**config.mk**
```make
export PLATFORM = sky130hd
export DESIGN_NAME = gf180mcu_clkdiv_gen_flat
export DESIGN_NICKNAME = d
export VERILOG_FILES = /design/src/rtl/gf180mcu_clkdiv_gen_if.sv /design/src/rtl/gf180mcu_clkdiv_gen.sv /design/src/flat_wrapper.sv
export SDC_FILE = /design/constraint.sdc
export NUM_CORES = 1
export LEC_CHECK = 0
export ABC_AREA = 1
export BUFFER_PORTS_ARGS = -buffer_cell sky130_fd_sc_hd__clkbuf_2
export CORE_ASPECT_RATIO = 0.5
export CORE_MARGIN = 3
export CORE_UTILIZATION = 35
export DETAILED_ROUTE_END_ITERATION = 12
export PLACE_DENSITY = 0.59
export SYNTH_ARGS = -nofsm -noshare
export SYNTH_HDL_FRONTEND = slang
export SYNTH_SLANG_ARGS = --single-unit
export TNS_END_PERCENT = 20
```
**constraint.sdc**
```tcl
create_clock -name CLK -period 2.3 [get_ports CLK]
set_input_delay 0.115 -clock CLK [delete_from_list [all_inputs] [get_ports CLK]]
set_output_delay 0.115 -clock CLK [all_outputs]
set_load 0.1 [all_outputs]
```
**src/rtl/gf180mcu_clkdiv_gen_if.sv**
```systemverilog
// Bus bundle for gf180mcu_clkdiv_gen.
// EN is a level run request sampled on every rising CLK edge: EN=1 starts or
// keeps the divider running, EN=0 asks it to stop at the end of the current
// divided period. The divider reports the stop as complete by dropping ACTIVE.
// DIV is sampled only at IDLE->RUN and at period boundaries.
interface gf180mcu_clkdiv_gen_if #(
   parameter int WIDTH = 4
) ();
   logic             EN;
   logic [WIDTH-1:0] DIV;
   logic             Q;
   logic             QN;
   logic             PEND;
   logic             ACTIVE;
   logic [1:0]       fsm_state;

   modport master (
      output EN, DIV,
      input  Q, QN, PEND, ACTIVE, fsm_state
   );

   modport slave (
      input  EN, DIV,
      output Q, QN, PEND, ACTIVE, fsm_state
   );
endinterface

```
**src/rtl/gf180mcu_clkdiv_gen.sv**
```systemverilog
// Glitch-free programmable integer clock divider.
// Divisor changes and stop requests only land on divided-period boundaries,
// so Q/QN never produce runt pulses. DIV values 0 and 1 act as 2.
// Optional macro GF180MCU_CLKDIV_DUTY50_EN adds a falling-edge stretch flop
// that gives exactly 50% duty for odd divisors.
// fsm_state encoding: 0 = IDLE, 1 = RUN, 2 = DRAIN.
module gf180mcu_clkdiv_gen #(
   parameter int WIDTH = 4
) (
   input logic                   CLK,
   input logic                   RN,
   gf180mcu_clkdiv_gen_if.slave  bus
);

   typedef enum logic [1:0] {
      IDLE  = 2'd0,
      RUN   = 2'd1,
      DRAIN = 2'd2
   } state_t;

   localparam logic [WIDTH-1:0] DIV_MIN = WIDTH'(2);
   localparam logic [WIDTH-1:0] ONE     = WIDTH'(1);

   state_t           state;
   logic [WIDTH-1:0] cnt;
   logic [WIDTH-1:0] div_q;
   logic             q_r;
   logic             qn_r;
   logic             pend_r;
   logic             active_r;

   logic [WIDTH-1:0] div_clamped;
   logic [WIDTH-1:0] cnt_inc;
   logic [WIDTH-1:0] last;
   logic [WIDTH-1:0] hi;
   logic             at_end;
   logic             q_next;

   // Clamp the requested divisor and derive the per-period counting terms.
   always_comb begin
      div_clamped = (bus.DIV < DIV_MIN) ? DIV_MIN : bus.DIV;
      cnt_inc     = cnt + ONE;
      last        = div_q - ONE;
      hi          = div_q >> 1;
      at_end      = (cnt == last);
      q_next      = (cnt_inc < hi);
   end

   // Control FSM, period counter and all registered outputs.
   always_ff @(posedge CLK or negedge RN) begin
      if (!RN) begin
         state    <= IDLE;
         cnt      <= '0;
         div_q    <= DIV_MIN;
         q_r      <= 1'b0;
         qn_r     <= 1'b1;
         pend_r   <= 1'b0;
         active_r <= 1'b0;
      end else begin
         case (state)
            IDLE: begin
               cnt    <= '0;
               pend_r <= 1'b0;
               if (bus.EN) begin
                  state    <= RUN;
                  div_q    <= div_clamped;
                  q_r      <= 1'b1;
                  qn_r     <= 1'b0;
                  active_r <= 1'b1;
               end else begin
                  div_q    <= DIV_MIN;
                  q_r      <= 1'b0;
                  qn_r     <= 1'b1;
                  active_r <= 1'b0;
               end
            end
            RUN, DRAIN: begin
               if (at_end) begin
                  cnt    <= '0;
                  pend_r <= 1'b0;
                  if (state == RUN && bus.EN) begin
                     // Next period starts; new divisor takes effect here.
                     div_q <= div_clamped;
                     q_r   <= 1'b1;
                     qn_r  <= 1'b0;
                  end else begin
                     // Stop lands exactly on the boundary.
                     state    <= IDLE;
                     div_q    <= DIV_MIN;
                     q_r      <= 1'b0;
                     qn_r     <= 1'b1;
                     active_r <= 1'b0;
                  end
               end else begin
                  cnt    <= cnt_inc;
                  q_r    <= q_next;
                  qn_r   <= ~q_next;
                  pend_r <= (cnt_inc == last);
                  state  <= bus.EN ? RUN : DRAIN;
               end
            end
            default: state <= IDLE;
         endcase
      end
   end

`ifdef GF180MCU_CLKDIV_DUTY50_EN
   logic qh;

   // Half-cycle stretch of the high phase; only used for odd divisors.
   always_ff @(negedge CLK or negedge RN) begin
      if (!RN) qh <= 1'b0;
      else     qh <= q_r & div_q[0];
   end

   assign bus.Q  = q_r | qh;
   assign bus.QN = qn_r & ~qh;
`else
   assign bus.Q  = q_r;
   assign bus.QN = qn_r;
`endif

   assign bus.PEND      = pend_r;
   assign bus.ACTIVE    = active_r;
   assign bus.fsm_state = state;

endmodule
```
**src/flat_wrapper.sv**
```systemverilog
// flat-port wrapper written by rule: the top's interface ports become plain ports
module gf180mcu_clkdiv_gen_flat 
#(
   parameter int WIDTH = 4
)
  (CLK, RN, bus_EN, bus_DIV, bus_Q, bus_QN, bus_PEND, bus_ACTIVE, bus_fsm_state);
  gf180mcu_clkdiv_gen_if #(.WIDTH(WIDTH)) bus_i ();
  input logic CLK;
  input logic RN;
  input wire logic [$bits(bus_i.EN)-1:0] bus_EN;
  input wire logic [$bits(bus_i.DIV)-1:0] bus_DIV;
  output wire logic [$bits(bus_i.Q)-1:0] bus_Q;
  output wire logic [$bits(bus_i.QN)-1:0] bus_QN;
  output wire logic [$bits(bus_i.PEND)-1:0] bus_PEND;
  output wire logic [$bits(bus_i.ACTIVE)-1:0] bus_ACTIVE;
  output wire logic [$bits(bus_i.fsm_state)-1:0] bus_fsm_state;
  assign bus_i.EN = bus_EN;
  assign bus_i.DIV = bus_DIV;
  assign bus_Q = bus_i.Q;
  assign bus_QN = bus_i.QN;
  assign bus_PEND = bus_i.PEND;
  assign bus_ACTIVE = bus_i.ACTIVE;
  assign bus_fsm_state = bus_i.fsm_state;
  gf180mcu_clkdiv_gen #(.WIDTH(WIDTH)) u_core (.CLK(CLK), .RN(RN), .bus(bus_i));
endmodule
```
==> results.md, run 1 <==
| Result | This run |
|---|---|
| Total DRC errors in the routed layout | 0 |
| Routed Wire Length | 2056 um |
| Cell repeated most along the worst path | nand2_4 |
| GRT Max-Usage Layer | met2 |
| Crit-path slowest cell | dfstp_2 |
| Data required, critical path | 2.44 ns |
| Setup-failing EPs final | 0 |
| Max Clock Freq | 0.5341 GHz |
| Wire length of the first global-routing pass | 3525 um |
| Clock tree root driver cell | clkbuf_8 |
| Antenna cell count | 0 |
| Cell type with the largest total area after synthesis | dfrtp_1 |
| Syn nets | 152 |
| Status | completed |
| Longest individual stage delay on the worst path | 0.57 ns |
| GP Congestion | 0.8410 |
| Commonest non-fill, non-tap cells in the layout | nand2_1 (45), inv_1 (13), nand3_1 (12), clkbuf_2 (12), dfrtp_1 (12) |
| Met2 track utilization from global routing | 18.95% |
| Number of I/O pins | 13 |
| Pin count of the biggest net entering global routing | 15 |
| Cell row count | 13 |
| Initial Util | 38.23% |
| Tmin final | 1.872 ns |
| Worst-case clock buffer depth | 2 |
| Register bit total from synthesis | 14 |
| Setup Total Neg Slack | 0 ns |
| Vias in the first global route | 777 |
| Worst Setup Path Type | flop to flop |
| TritonCTS buffer count | 3 |
| Crit path cell chain | inv_1, ha_1, xor2_1, nand2_2, nor2_4, nand2_4, nand2_4, nand2_4, nand2_1, o21ai_2 |
| Number of violations reported at the end of detailed-routing iteration 0 | 56 |
| RSZ-0062 raised after global routing | false |
| Detail Route Antenna Nets | 0 |
| TritonCTS clock tree | done |
| Area growth from synthesis to final layout | 16.61% |
| Synthesized area per cell | 7.480 um^2 |
| Synth top area cells | dfrtp_1 (29%), nand2_1 (16%), ha_1 (8.5%), nand3_1 (5.8%), dfstp_2 (5.1%) |
| Maximum fanout encountered on the critical timing path | 8 |
| Transition time of the tightest slew-check pin | 0.5404 ns |
| Drt pass-1 iters | 4 |
| Data arrival time at the worst-slack endpoint | 2.01 ns |
| Leftover overflow at the end of global routing | 0 |
| Die Area | 3676 um^2 |
| Antenna violations before repair | 0 |
| Number of unique standard cell types used by synthesis | 24 |
| Total number of nets in the final design | 170 |
| Fraction of synthesis flops using an asynchronous set or reset pin | 100.0% |
| Maximum clock skew at final layout | 0.001796 ns |
| Count of synthesis-stage warnings from yosys | 0 |
| Endpoint kind of the worst setup timing path | flop |
| Post-CTS clock slew at the launch and capture registers of the worst setup and hold paths | 0.06 ns |
| Met1 capacity usage during global routing | 16.76% |
| Most frequent standard cell in the layout excluding fill and tap cells | nand2_1 |
| Deepest level of the CTS H-tree | 1 |
| Startpoint type of the worst setup path | flop |
| Share of final-layout standard cells stronger than drive strength 1 | 24.52% |
| Pins Over Slew Limit | 0 |
| Hold Violations, Final | 0 |
| HPWL after DPL | 1636 um |
| Tightest Hold Check Type | input port to flop |
| Number of enable flip-flop cells after synthesis | 0 |
| Area of the core | 2700 um^2 |
| # port buffers | 12 |
| Max-Cap Viols | 0 |
| Combined area of all synthesized cells | 1032 um^2 |
| Overall routing resource usage | 12.33% |
| Final worst path period share | 81.40% |
| Worst-skew pair later-pin latency | 0.25 ns |
| Synthesized instance count | 138 |
| Vias | 899 |
| Reg2Reg Launch Point | u_core.div_q[1]$_DFFE_PN1P_ |
| Global routing met3 resource utilization | 4.461% |
| Max-Slew Margin vs Limit | 64.13% |
| Die outline width | 82.80 um |
| Launching element of the worst setup path | u_core.div_q[1]$_DFFE_PN1P_ |
| Detailed-route wire length per cell | 10.71 um |
| Via-per-instance ratio | 4.682 |
| Area share of the leading cell type in the synthesized netlist | 29.09% |
| Source of the worst hold timing path | bus_DIV[0] |
| Number of clock sinks | 14 |
| Part of the Yosys area used for sequential elements | 34.18% |
| Most used DFF post-synth | dfrtp_1 |
| Floorplan die height | 44.40 um |
-- area by class of cell --
cell class                 instances  area, um^2
clock buffer                       4       55.05
fill                             289        1496
inverter                          18       67.56
multi-input combinational        106       611.8
sequential                        14       352.8
tap                               37       46.29
timing repair buffer              13       70.07
-- worst max-delay path: cells and delay by family (launching register included) --
family	cells	cell delay [ns]
AOI/OAI and AO/OA	1	0.05
xor gates and xnor gates	1	0.20
adders and majority gates	1	0.31
and+or+nand+nor	6	0.59
DFF	1	0.57
buffers and inverters	1	0.05
-- final timing paths --
path / to / slack (ns) / cells past startpoint
max: u_core.div_q[3]$_DFFE_PN0P_ / 0.43 / 10
min: u_core.div_q[0]$_DFFE_PN0P_ / 0.10 / 3
max reg2reg: u_core.div_q[3]$_DFFE_PN0P_ / 0.43 / 10
min reg2reg: u_core.bus.PEND$_DFFE_PN0P_ / 0.48 / 2
max in group asynchronous: u_core.bus.QN$_DFFE_PN1P_ / 1.67 / 2
min in group asynchronous: u_core.cnt[2]$_DFFE_PN0P_ / 0.32 / 2
-- cells in the mapped netlist (2+ instances only) --
cell type / count
dfrtp_1: 12
dfstp_2: 2
ha_1: 7
inv_1: 13
inv_2: 4
nand2_1: 45
nand2_2: 3
nand2_4: 3
nand3_1: 12
nand3_2: 2
nand3b_1: 3
nand4_1: 3
nor2_1: 10
nor2_4: 2
o21ai_1: 4
o21ai_2: 4
xor2_1: 2
-- per-layer routing --
| layer | routed length [um] | part of all wire (%) |
|---|---|---|
| met3 | 129 | 6.3 |
| met4 | 16 | 0.78 |
| met2 | 873 | 42 |
| met1 | 1036 | 50 |
| met5 | 0 | 0 |
-- flip-flops by register name (all words and copies together) (netlist names) --
signal / count
u_core.bus.PEND: 1
u_core.div_q: 4
u_core.cnt: 4
u_core.bus.QN: 1
u_core.bus.Q: 1
u_core.bus.ACTIVE: 1
u_core.bus.fsm_state: 2
-- logic make-up (layout without fill, tap and decap cells) --
kind of cell | count (synthesis) | in the layout | synth area share (%)
adder cells (fa/ha/maj) | 7 | 7 | 8.484
buffers and inverters | 18 | 35 | 6.545
flip-flops | 14 | 14 | 34.18
AO/OA/AOI/OAI | 11 | 11 | 7.029
XOR/XNOR | 4 | 4 | 4.122
AND/OR/NAND/NOR | 84 | 84 | 39.64
-- what timing repair did --
item / in CTS / in global routing
resized for setup: 0 / 0
endpoints found under the hold margin: 12 / 0
hold buffers: 1 / 0
setup buffers: 0 / 0
-- per-stage QoR --
stage,cells,hold WS (ns),area (um^2),util [%],setup slack [ns]
CTS,192,0.09833,1204,44.58,0.4209
global placement,187,0.04900,1139,42.17,0.4234
global route,192,0.1182,1204,44.58,0.3109
detailed placement,187,0.05774,1139,42.17,0.4392
floorplan,138,-0.1806,1032,-,0.1039
finish,192,0.1042,1204,44.58,0.4278
Power of run 1 is left out: the tool's default activity adds up to more than one toggle a clock period on the data nets, which glitch-free logic cannot reach.
==> run 2: changes to the inputs <==
PLACE_DENSITY = 0.61   (was 0.59)
clock period = 1.5 ns   (was 2.3 ns; I/O delays follow)
==> run 2 against run 1 <==
Effect of this change: the flow now finishes with violations (negative setup slack); first-iteration DRC count fell by 32%; count of clock-buffer cells in the layout unchanged; critical path depth stayed put; non-clock buffer count is 13 higher; final area up 14%; register-to-register slack got worse by 0.65 ns; worst setup slack worse by 0.65 ns; cell count grew 6.8%; global-route usage up 2.0 points.
==> results.md, run 2 (synthesis results as in run 1) <==
| Result | This run |
|---|---|
| Status | finished with violations |
| Violated checks | negative setup slack |
| Max-Cap Viols | 0 |
| Drt pass-1 iters | 4 |
| Max Clock Freq | 0.5811 GHz |
| Number of clock sinks | 14 |
| Initial Util | 38.23% |
| Area of all placed cells without fillers | 1374 um^2 |
| Detail Route Antenna Nets | 0 |
| Post-DP Area | 1271 um^2 |
| Antenna cell count | 0 |
| Wire length of the first global-routing pass | 4091 um |
| Number of instances on the worst hold path | 3 |
| Overall routing resource usage | 14.37% |
| Deepest level of the CTS H-tree | 1 |
| Tightest Hold Check Type | input port to flop |
| Endpoint kind of the worst setup timing path | flop |
| Max-Slew Margin vs Limit | 63.79% |
| Worst R2R Path Depth | 10 |
| Setup Total Neg Slack | -2.620 ns |
| Commonest non-fill, non-tap cells in the layout | nand2_1 (41), buf_4 (13), nand3_1 (12), clkbuf_2 (12), inv_1 (11) |
| Worst-skew pair later-pin latency | 0.25 ns |
| Antenna violations before repair | 0 |
| Routed Wire Length | 2326 um |
| Worst Setup Path Type | flop to flop |
| Tmin final | 1.721 ns |
| TritonCTS clock tree | done |
| Clock tree root driver cell | clkbuf_8 |
| Total DRC errors in the routed layout | 0 |
| Area of the core | 2700 um^2 |
| Reg2Reg Launch Point | u_core.div_q[1]$_DFFE_PN1P_ |
| Post-CTS clock slew at the launch and capture registers of the worst setup and hold paths | 0.06 ns |
| Number of violations reported at the end of detailed-routing iteration 0 | 38 |
| Setup-failing EPs final | 14 |
| Detailed-route wire length per cell | 11.35 um |
| Pins Over Slew Limit | 0 |
| Number of I/O pins | 13 |
| GP Congestion | 0.8535 |
| Minimum hold slack | 0.06091 ns |
| Startpoint type of the worst setup path | flop |
| Setup slack after layout | -0.2208 ns |
| TritonCTS buffer count | 3 |
| Hold endpoint | u_core.div_q[0]$_DFFE_PN0P_ |
| RR Endpoint | u_core.div_q[2]$_DFFE_PN0P_ |
| Vias in the first global route | 896 |
| HPWL after DPL | 1842 um |
| Data arrival time at the worst-slack endpoint | 1.87 ns |
| Maximum clock skew at final layout | 0.001522 ns |
| Worst-case clock buffer depth | 2 |
| Source of the worst hold timing path | bus_DIV[0] |
| Total number of nets in the final design | 183 |
| Maximum fanout encountered on the critical timing path | 8 |
| Vias | 956 |
| Area growth from synthesis to final layout | 33.09% |
| Share of final-layout standard cells stronger than drive strength 1 | 36.90% |
| Die outline width | 82.80 um |
| Pin count of the biggest net entering global routing | 15 |
| Register-to-register setup slack | -0.22 ns |
| Cell row count | 13 |
| Via-per-instance ratio | 4.663 |
| Hold Violations, Final | 0 |
| Data required, critical path | 1.65 ns |
| Transition time of the tightest slew-check pin | 0.5455 ns |
| Floorplan die height | 44.40 um |
| Die Area | 3676 um^2 |
| Leftover overflow at the end of global routing | 0 |
| Fill cell count | 273 |
| # port buffers | 12 |
| Final worst path period share | 114.7% |
| Most frequent standard cell in the layout excluding fill and tap cells | nand2_1 |
| RSZ-0062 raised after global routing | true |
run 2: cell count changes in the layout (fill, tap and decap cells not counted), sizes merged:
cell / previous run / this run
buf: 0 / 13
run 2: final cells by class:
cell class | count | area (um^2) | area share, %
Multi-Input combinational cell | 106 | 676.9 | 49.27
Sequential cell | 14 | 360.3 | 26.23
Tap cell | 37 | 46.29 | 3.370
Timing Repair Buffer | 26 | 167.7 | 12.20
Clock buffer | 4 | 55.05 | 4.007
Inverter | 18 | 67.56 | 4.918
run 2: metrics by stage:
stage / setup WS [ns] / std cells / util [%]
finish: -0.2208 / 205 / 50.88
global route: -0.3032 / 205 / 50.88
CTS: -0.2241 / 205 / 50.56
detailed placement: -0.2257 / 200 / 47.08
global placement: -0.1962 / 200 / 47.08
floorplan: -0.1905 / 138 / -
run 2: worst max path at each step:
stage | startpoint | endpoint | slack [ns]
after floorplan | u_core.bus.fsm_state[0]$_DFFE_PN0P_ | u_core.bus.fsm_state[0]$_DFFE_PN0P_ | -0.19
after global placement | u_core.div_q[1]$_DFFE_PN1P_ | u_core.div_q[3]$_DFFE_PN0P_ | -0.20
after detailed placement | u_core.div_q[1]$_DFFE_PN1P_ | u_core.div_q[3]$_DFFE_PN0P_ | -0.23
after CTS | u_core.div_q[1]$_DFFE_PN1P_ | u_core.div_q[2]$_DFFE_PN0P_ | -0.22
after global routing | u_core.div_q[1]$_DFFE_PN1P_ | u_core.div_q[0]$_DFFE_PN0P_ | -0.30
final | u_core.div_q[1]$_DFFE_PN1P_ | u_core.div_q[2]$_DFFE_PN0P_ | -0.22
run 2: layer usage:
layer  global-route usage [%]  vias up  part of all wire (%)
met5                        0        -                     0
li1                         -      500                     -
met1                    18.91      439                    49
met2                    23.09       13                    45
met3                    4.275        4                   3.9
met4                    4.886        0                   1.6
run 2: critical path, cell delays in order (launching register included):
cell,delay (ns)
dfstp_2,0.53
inv_2,0.04
ha_4,0.26
xor2_1,0.15
nand2_2,0.08
nor2_4,0.16
nand2_4,0.10
nand2_8,0.10
nand2_8,0.07
nand2_2,0.07
o21ai_2,0.05
run 2: repair_timing:
action,CTS,global route
hold buffers,1,0
hold endpoints to repair,12,0
setup buffers,0,0
pin swaps,3,3
endpoints found under the setup margin,14,14
gates resized for setup,6,1
Power of run 2 is left out for the same reason.
